[src/rtl/ex_mem_reg.sv]
// EX/MEM pipeline register with a data-memory request controller.
// Holds loads/stores at the dcache until dhit and stalls the pipe meanwhile.
module ex_mem_reg #(
  parameter int WORD_W   = 32,
  parameter int REG_W    = 5,
  parameter int MAX_WAIT = 255
) (
  input  logic              CLK,
  input  logic              nRST,
  input  logic              enable_EX_MEM,
  input  logic              flush_EX_MEM,
  input  logic              dREN_ID_EX,
  input  logic              dWEN_ID_EX,
  input  logic              WEN_ID_EX,
  input  logic              halt_ID_EX,
  input  logic [REG_W-1:0]  wsel_EX,
  input  logic [WORD_W-1:0] alu_result_EX,
  input  logic [WORD_W-1:0] rdat2_ID_EX,
  input  logic [WORD_W-1:0] next_imemaddr_ID_EX,
  input  logic [WORD_W-1:0] instruction_ID_EX,
  input  logic              dhit,
  input  logic [WORD_W-1:0] dmemload,
  output logic              dREN,
  output logic              dWEN,
  output logic [WORD_W-1:0] daddr,
  output logic [WORD_W-1:0] dstore,
  output logic              mem_stall,
  output logic              WEN_EX_MEM,
  output logic              halt_EX_MEM,
  output logic              dREN_EX_MEM,
  output logic [REG_W-1:0]  wsel_EX_MEM,
  output logic [WORD_W-1:0] alu_result_EX_MEM,
  output logic [WORD_W-1:0] dmemload_EX_MEM,
  output logic [WORD_W-1:0] next_imemaddr_EX_MEM,
  output logic [WORD_W-1:0] instruction_EX_MEM,
  output logic              timeout_err
);

  typedef enum logic [1:0] {IDLE, REQ, DONE} stateT;

  localparam logic [7:0] MaxWaitCnt = 8'(MAX_WAIT);

  stateT             state, stateNext;
  logic              isLoad, isStore;
  logic [WORD_W-1:0] daddrReg, dstoreReg;
  logic [7:0]        waitCnt, waitNext;
  logic              flushPending;
  logic              reqHit, zeroNow, capture;

  // A flush seen during a request is deferred until dhit so the dcache never sees an abort.
  assign reqHit    = (state == REQ) && dhit;
  assign mem_stall = (state == REQ) && !dhit;
  assign zeroNow   = (flush_EX_MEM && (state != REQ)) || (reqHit && (flushPending || flush_EX_MEM));
  assign capture   = enable_EX_MEM && !mem_stall && !zeroNow;
  assign waitNext  = (waitCnt == 8'hFF) ? waitCnt : waitCnt + 8'd1;

  assign dREN   = (state == REQ) && isLoad;
  assign dWEN   = (state == REQ) && isStore;
  assign daddr  = daddrReg;
  assign dstore = dstoreReg;

  always_ff @(posedge CLK) begin
    if (!nRST) state <= IDLE;
    else       state <= stateNext;
  end

  always_comb begin
    stateNext = state;
    if (zeroNow)
      stateNext = IDLE;
    else if (capture)
      stateNext = (dWEN_ID_EX || dREN_ID_EX) ? REQ : IDLE;
    else if (reqHit)
      stateNext = DONE;
  end

  always_ff @(posedge CLK) begin
    if (!nRST) begin
      WEN_EX_MEM           <= 1'b0;
      halt_EX_MEM          <= 1'b0;
      dREN_EX_MEM          <= 1'b0;
      wsel_EX_MEM          <= '0;
      alu_result_EX_MEM    <= '0;
      dmemload_EX_MEM      <= '0;
      next_imemaddr_EX_MEM <= '0;
      instruction_EX_MEM   <= '0;
      isLoad               <= 1'b0;
      isStore              <= 1'b0;
      daddrReg             <= '0;
      dstoreReg            <= '0;
    end else if (zeroNow) begin
      WEN_EX_MEM           <= 1'b0;
      halt_EX_MEM          <= 1'b0;
      dREN_EX_MEM          <= 1'b0;
      wsel_EX_MEM          <= '0;
      alu_result_EX_MEM    <= '0;
      dmemload_EX_MEM      <= '0;
      next_imemaddr_EX_MEM <= '0;
      instruction_EX_MEM   <= '0;
    end else begin
      // Load data belongs to the request being retired, so it is taken even on a capture edge.
      if (reqHit && isLoad)
        dmemload_EX_MEM <= dmemload;
      if (capture) begin
        WEN_EX_MEM           <= WEN_ID_EX;
        halt_EX_MEM          <= halt_EX_MEM || halt_ID_EX;
        dREN_EX_MEM          <= dREN_ID_EX;
        wsel_EX_MEM          <= wsel_EX;
        alu_result_EX_MEM    <= alu_result_EX;
        next_imemaddr_EX_MEM <= next_imemaddr_ID_EX;
        instruction_EX_MEM   <= instruction_ID_EX;
        isStore              <= dWEN_ID_EX;
        isLoad               <= dREN_ID_EX && !dWEN_ID_EX;
        if (dREN_ID_EX || dWEN_ID_EX) begin
          daddrReg  <= alu_result_EX;
          dstoreReg <= rdat2_ID_EX;
        end
      end
    end
  end

  always_ff @(posedge CLK) begin
    if (!nRST) begin
      waitCnt      <= '0;
      timeout_err  <= 1'b0;
      flushPending <= 1'b0;
    end else if (mem_stall) begin
      waitCnt      <= waitNext;
      timeout_err  <= timeout_err || (waitNext >= MaxWaitCnt);
      flushPending <= flushPending || flush_EX_MEM;
    end else begin
      waitCnt      <= '0;
      flushPending <= 1'b0;
    end
  end

endmodule

[config.mk]
export PLATFORM = sky130hd
export DESIGN_NAME = ex_mem_reg
export DESIGN_NICKNAME = d
export VERILOG_FILES = /design/src/rtl/ex_mem_reg.sv
export SDC_FILE = /design/constraint.sdc
export NUM_CORES = 1
export LEC_CHECK = 0
export BUFFER_PORTS_ARGS = -buffer_cell sky130_fd_sc_hd__buf_2
export CAP_MARGIN = 0
export CORE_MARGIN = 2
export CORE_UTILIZATION = 29
export CTS_BUF_LIST = sky130_fd_sc_hd__clkbuf_4
export DETAILED_ROUTE_END_ITERATION = 8
export GPL_TIMING_DRIVEN = 0
export SLEW_MARGIN = 5
export SYNTH_ARGS = -nofsm -noshare
export SYNTH_HDL_FRONTEND = slang
export SYNTH_SLANG_ARGS = --single-unit
[constraint.sdc]
create_clock -name CLK -period 1.6 [get_ports CLK]
set_clock_uncertainty 0.05 [all_clocks]
set_input_delay 0.16 -clock CLK [delete_from_list [all_inputs] [get_ports CLK]]
set_output_delay 0.16 -clock CLK [all_outputs]
set_load 0.01 [all_outputs]
==> results of run 1 <==
## cells in the mapped netlist, types with 2 or more instances
library cell / count / area [sq um]
nor3_1: 4 / 20.0
a31oi_1: 3 / 18.8
a21boi_1: 56 / 420
buf_6: 6 / 67.6
nor2_1: 6 / 22.5
buf_4: 13 / 97.6
a21boi_0: 10 / 75.1
and3_1: 2 / 12.5
nand2b_1: 4 / 25.0
buf_2: 32 / 160
dfxtp_1: 214 / 4280
nand3_1: 4 / 20.0
and2_1: 2 / 12.5
clkbuf_1: 18 / 67.6
a21oi_1: 141 / 706
nand2_1: 405 / 1520
## worst max-delay path: cells and delay by family, from the launching register on
family        cells  cell delay (ns)
simple gates      2             0.40
buf+inv           1             0.10
flops             1             0.35
## registers in the layout (all words and copies together), names as in the netlist
name and cells:
alu_result_EX_MEM 32, daddr 32, dmemload_EX_MEM 32, dstore 32
instruction_EX_MEM 32, next_imemaddr_EX_MEM 32, waitCnt 8, wsel_EX_MEM 5
state 2, WEN_EX_MEM 1, dREN_EX_MEM 1, flushPending 1
halt_EX_MEM 1, isLoad 1, isStore 1, timeout_err 1
## stage by stage
step	area (sq um)	cells	hold slack (ns)	power [mW]	worst slack [ns]
detailed placement	10200	1674	0.355	6.67	-0.369
global route	14100	1982	0.0535	12.6	-0.261
finish	14100	1982	0.0728	11.9	-0.114
global placement	10200	1674	0.339	6.66	-0.374
floorplan	7860	956	0.226	6.13	0.00106
CTS	12700	1947	0.00525	11.8	-0.193
## kinds of logic after synthesis
| family | count (synthesis) |
|---|---|
| AO/OA/AOI/OAI | 227 |
| XOR/XNOR | 2 |
| adder cells (fa/ha/maj) | 1 |
| buffers and inverters | 70 |
| flip-flops | 214 |
| AND/OR/NAND/NOR | 442 |
## final timing paths
kind	startpoint	end	slack [ns]
worst max-delay path	state[0]$_SDFFE_PP0P_	dWEN	-0.11
worst min-delay path	nRST	dstore[3]$_SDFFE_PN0P_	0.07
worst max register to register	state[1]$_SDFFE_PP0P_	instruction_EX_MEM[13]$_SDFFE_PP0P_	-0.10
worst min register to register	dmemload_EX_MEM[1]$_SDFFE_PP0P_	dmemload_EX_MEM[1]$_SDFFE_PP0P_	0.40
## final cells by class
class | instances | area (sq um)
clock inverter | 7 | 26.3
tap | 341 | 427
fill | 2392 | 12700
buffer | 69 | 698
multi-input combinational | 672 | 3740
timing repair buffer | 589 | 4250
antenna | 2 | 5.00
clock buffer | 88 | 661
sequential | 214 | 4300
## per-layer routing
layer / track usage / vias up
li1: - / 4450
met1: 0.228 / 4287
met3: 0.0559 / 107
met4: 0.0971 / 0
met2: 0.345 / 388
met5: 0 / -
## power by group
part / internal [mW] / switching [mW] / total [mW]
clock network: 2.46 / 2.22 / 4.68
logic: 0.931 / 0.811 / 1.74
registers: 5.45 / 0.0665 / 5.52
## what timing repair did
action                                 CTS  global route
hold buffers                           172             0
pin swaps                                5             9
gates cloned                             0            19
buffers inserted                         7            14
setup endpoints to repair              148           185
resized for setup                       36           243
endpoints found under the hold margin  212             0
==> qor.txt, run 1 <==
status: finished with violations
failing checks: negative setup slack
Pre-antenna DRT Iters: 5
async set-or-reset flop fraction in the synthesized netlist: 0
CP required: 1.39 ns
post-synthesis compound-gate area fraction: 0.175
Worst Path Arrival: 1.50 ns
clk slew on worst S/H paths: 0.07 ns
first-pass GRT wire length: 45600 um
DRT iter0 DRCs: 399
die width: 169 um
CTS Sinks: 214
WL met1: 13300 um
flops & latches, synth: 214
Hold Path Class: input port to flop
topmost layer with routed signal wires: met4
Final #Nets: 1777
Final Max Slew Viols: 0
wire length on met3: 2300 um
Post-Synth Adder-Cell Area: 0.00159
Total Routed Length: 32800 um
Avg Inst Size Synth: 8.22 sq um
final hold violation count: 0
post-synthesis sequential area ratio: 0.545
vias: 9232
crit path capture type: output pin
Final WS setup: -0.114 ns
Max-slew headroom: 0.532
H-Tree Depth: 2
setup TNS: -8.00 ns
final period utilization: 1.07
Die Area: 0.0284 sq mm
total power divided by cell area: 847 mW/mm^2
post-route ant nets: 0
CP cell instances: nor2b_4 > and2_4 > buf_6
mapped cell area: 0.00786 sq mm
Bufs on Longest Clock Path: 3
mux contribution to synthesized area: 0
RSZ-0062 raised after global routing: yes
xor/xnor cell area share of the yosys netlist: 0.00223
area growth from synthesis to layout: 79.4%
Root Driver: clkbuf_4
Worst Hold Depth: 3
initial antenna violation count: 2
I/O Buffers: 377
critical-path maximum fanout: 5
VDD IR-drop max: 0.480 mV
I/O Pins: 378
Initial Utilization: 0.293
WL per Instance: 16.5 um
clk_lat worst skew: 0.66 ns
RePlAce Congestion: 0.800
crit-path max cell delay: 0.35 ns
R2R depth: 8
vias in the first global route: 8769
Tmin final: 1.71 ns
Remaining Overflow, GRT: 0
leading cell type in the layout, fill and taps excluded: nand2_1
post-synth cell types: 52
Slowest cell on crit path: dfxtp_4
commonest cells after routing, fill and taps aside: 404 x nand2_1, 387 x buf_2, 207 x dfxtp_1, 172 x dlygate4sd3_1, 121 x a21oi_2
drc violations: 0
number of enable flip-flop cells after synthesis: 0
vias per cell: 4.66
Syn Inst Count: 956
dpl hpwl: 20300 um
Core Region: 0.0268 sq mm
Rows: 60
Max-cap violations: 0
largest net degree at the start of global routing: 15
layout cells sized above 1: 0.439
Startpoint Class: flop
largest family of logic cells by synthesized area: simple AND/OR/NAND/NOR gates
Peak Freq: 0.583 GHz
CTS tree: built
LEAKAGE: 6.16 nW
Final Util: 0.526
CP Class: flop to output pin
syn nets: 1131
Num CTS Buffers: 56
met2 WL post-DR: 15800 um
GRT Total Usage: 0.200
Slew @ Worst Pin: 0.702 ns
predominant post-synthesis flop cell: dfxtp_1
simple-gate share of the synthesized area: 0.225
Yosys Warn Count: 0
Chip Height: 169 um
final setup fails: 130
Power figures use the tool's default switching activity.
==> run 2: changes to the inputs <==
- CORE_ASPECT_RATIO: unset -> 0.6
==> run 2 against run 1 <==
  * The run still ends with negative setup slack left
  * Total power is 0.91% lower
  * Sequential power hardly changed
  * Wire length is 3.7% higher
  * Cell count is 1.7% higher
  * Sequential share of layout area is 0.75 points lower
  * Final area is 2.5% higher
  * Largest power group unchanged
==> qor.txt, run 2 (synthesis results as in run 1) <==
Startpoint Class: flop
largest net degree at the start of global routing: 14 (-1)
Die Area: 0.0285 sq mm (+0.15%)
post-route ant nets: 0 (unchanged)
Total Routed Length: 34000 um (+3.7%)
Final WS setup: -0.0933 ns (+0.0207 ns)
final period utilization: 1.06 (-0.0129)
I/O Buffers: 377 (unchanged)
setup TNS: -2.14 ns (+5.86 ns)
DRT iter0 DRCs: 431 (+8.0%)
vias in the first global route: 8968 (+2.3%)
Num CTS Buffers: 53 (-5.4%)
status: finished with violations
Bufs on Longest Clock Path: 3 (unchanged)
Final #Nets: 1787 (+0.56%)
RePlAce Congestion: 0.799 (-0.22%)
clk_lat worst skew: 0.68 ns (+0.02 ns)
Hold WS: 0.196 ns (+0.123 ns)
Final Util: 0.545 (+0.0186)
final hold violation count: 0 (unchanged)
failing checks: negative setup slack
leading cell type in the layout, fill and taps excluded: buf_2
CTS Sinks: 214 (unchanged)
VDD IR-drop max: 0.529 mV (+10%)
Final Max Slew Viols: 0 (unchanged)
crit path capture type: flop
CP Class: flop to flop
Tmin final: 1.69 ns (-0.0207 ns)
Initial Utilization: 0.296 (+0.00296)
vias: 9275 (+0.47%)
critical-path maximum fanout: 8 (+3)
Pre-antenna DRT Iters: 7 (+2)
Remaining Overflow, GRT: 0 (unchanged)
LEAKAGE: 6.42 nW (+4.3%)
Root Driver: clkbuf_4
Max-cap violations: 0 (unchanged)
clk slew on worst S/H paths: 0.07 ns (about the same)
I/O Pins: 378 (unchanged)
final setup fails: 48 (-63%)
drc violations: 0 (unchanged)
initial antenna violation count: 4 (+2)
GRT Total Usage: 0.210 (+0.00981)
RSZ-0062 raised after global routing: yes
WL per Instance: 16.9 um (+2.0%)
Chip Height: 132 um (-22%)
layout cells sized above 1: 0.432 (-0.00743)
total power divided by cell area: 819 mW/mm^2 (-3.3%)
H-Tree Depth: 2 (unchanged)
Rows: 46 (-23%)
Peak Freq: 0.591 GHz (+1.2%)
commonest cells after routing, fill and taps aside: 378 x buf_2, 355 x nand2_1, 208 x dfxtp_1, 172 x dlygate4sd3_1, 84 x a21oi_1
Core Region: 0.0265 sq mm (-1.0%)
first-pass GRT wire length: 47500 um (+4.1%)
Place WS: -0.439 ns (-0.0704 ns)
Tot Pwr: 11.8 mW (-0.91%)
area growth from synthesis to layout: 83.9%
Max-slew headroom: 0.686 (+0.155)
die width: 217 um (+28%)
vias per cell: 4.60 (-1.2%)
CTS tree: built
Worst Path Arrival: 2.26 ns (+0.76 ns)
dpl hpwl: 21000 um (+3.3%)
Hold Path Class: input port to flop
Slew @ Worst Pin: 0.471 ns (-0.232 ns)
CP required: 2.17 ns (+0.78 ns)
final-layout fill cell count: 2384 (-0.33%)
run 2: cell type report:
class | instances | area (sq um) | area share
repair buffers | 603 | 4470 | 0.309
flip-flops and latches | 214 | 4300 | 0.298
multi-input cells | 672 | 3720 | 0.257
plain buffers | 68 | 876 | 0.0606
clock buffers | 73 | 548 | 0.0379
well taps | 360 | 450 | 0.0312
clock inverters | 21 | 82.6 | 0.00571
diodes | 4 | 10.0 | 0.000692
run 2: per-stage QoR:
step                      instances  cell area (sq um)
after global placement         1693              10200
after detailed placement       1693              10200
after global routing           2015              14500
after floorplan                 956               7860
final                          2015              14500
after CTS                      1970              12900
run 2: path summary, 6_finish.rpt:
kind                                                  start                             endpoint  slack [ns]  depth (start not counted)
worst min-delay path                   instruction_ID_EX[1]   instruction_EX_MEM[1]$_SDFFE_PP0P_        0.20                          4
worst max register to register        state[0]$_SDFFE_PP0P_  instruction_EX_MEM[27]$_SDFFE_PP0P_       -0.09                          9
worst min register to register  wsel_EX_MEM[1]$_SDFFE_PP0P_          wsel_EX_MEM[1]$_SDFFE_PP0P_        0.40                          2
worst max-delay path                  state[0]$_SDFFE_PP0P_  instruction_EX_MEM[27]$_SDFFE_PP0P_       -0.09                          9
run 2: worst max-delay path: stages, from the launching register on:
cell and delay (ns):
dfxtp_4 0.35, buf_4 0.14, buf_12 0.12, nand2b_4 0.10, o21a_1 0.18, buf_6 0.18, buf_12 0.17, clkbuf_16 0.17
nand2_4 0.05, a21oi_2 0.13
run 2: what timing repair did:
| item | in CTS | in global routing |
|---|---|---|
| cloned | 2 | 22 |
| hold buffers | 172 | 0 |
| setup endpoints to repair | 179 | 193 |
| resized for setup | 86 | 264 |
| pin swaps | 6 | 58 |
| hold endpoints to repair | 213 | 0 |
| buffers inserted | 11 | 21 |
run 2: report_power, final:
part | switching, mW | total (mW) | internal [mW]
clock network | 2.31 | 4.42 | 2.11
registers | 0.0664 | 5.52 | 5.45
logic | 0.862 | 1.90 | 1.04
run 2: routing by layer:
metal | vias up | part of all wire | global-route usage
met5 | - | 0 | 0
met4 | 0 | 0.033 | 0.0875
met3 | 79 | 0.078 | 0.0623
met2 | 355 | 0.46 | 0.344
met1 | 4371 | 0.43 | 0.256
li1 | 4470 | - | -
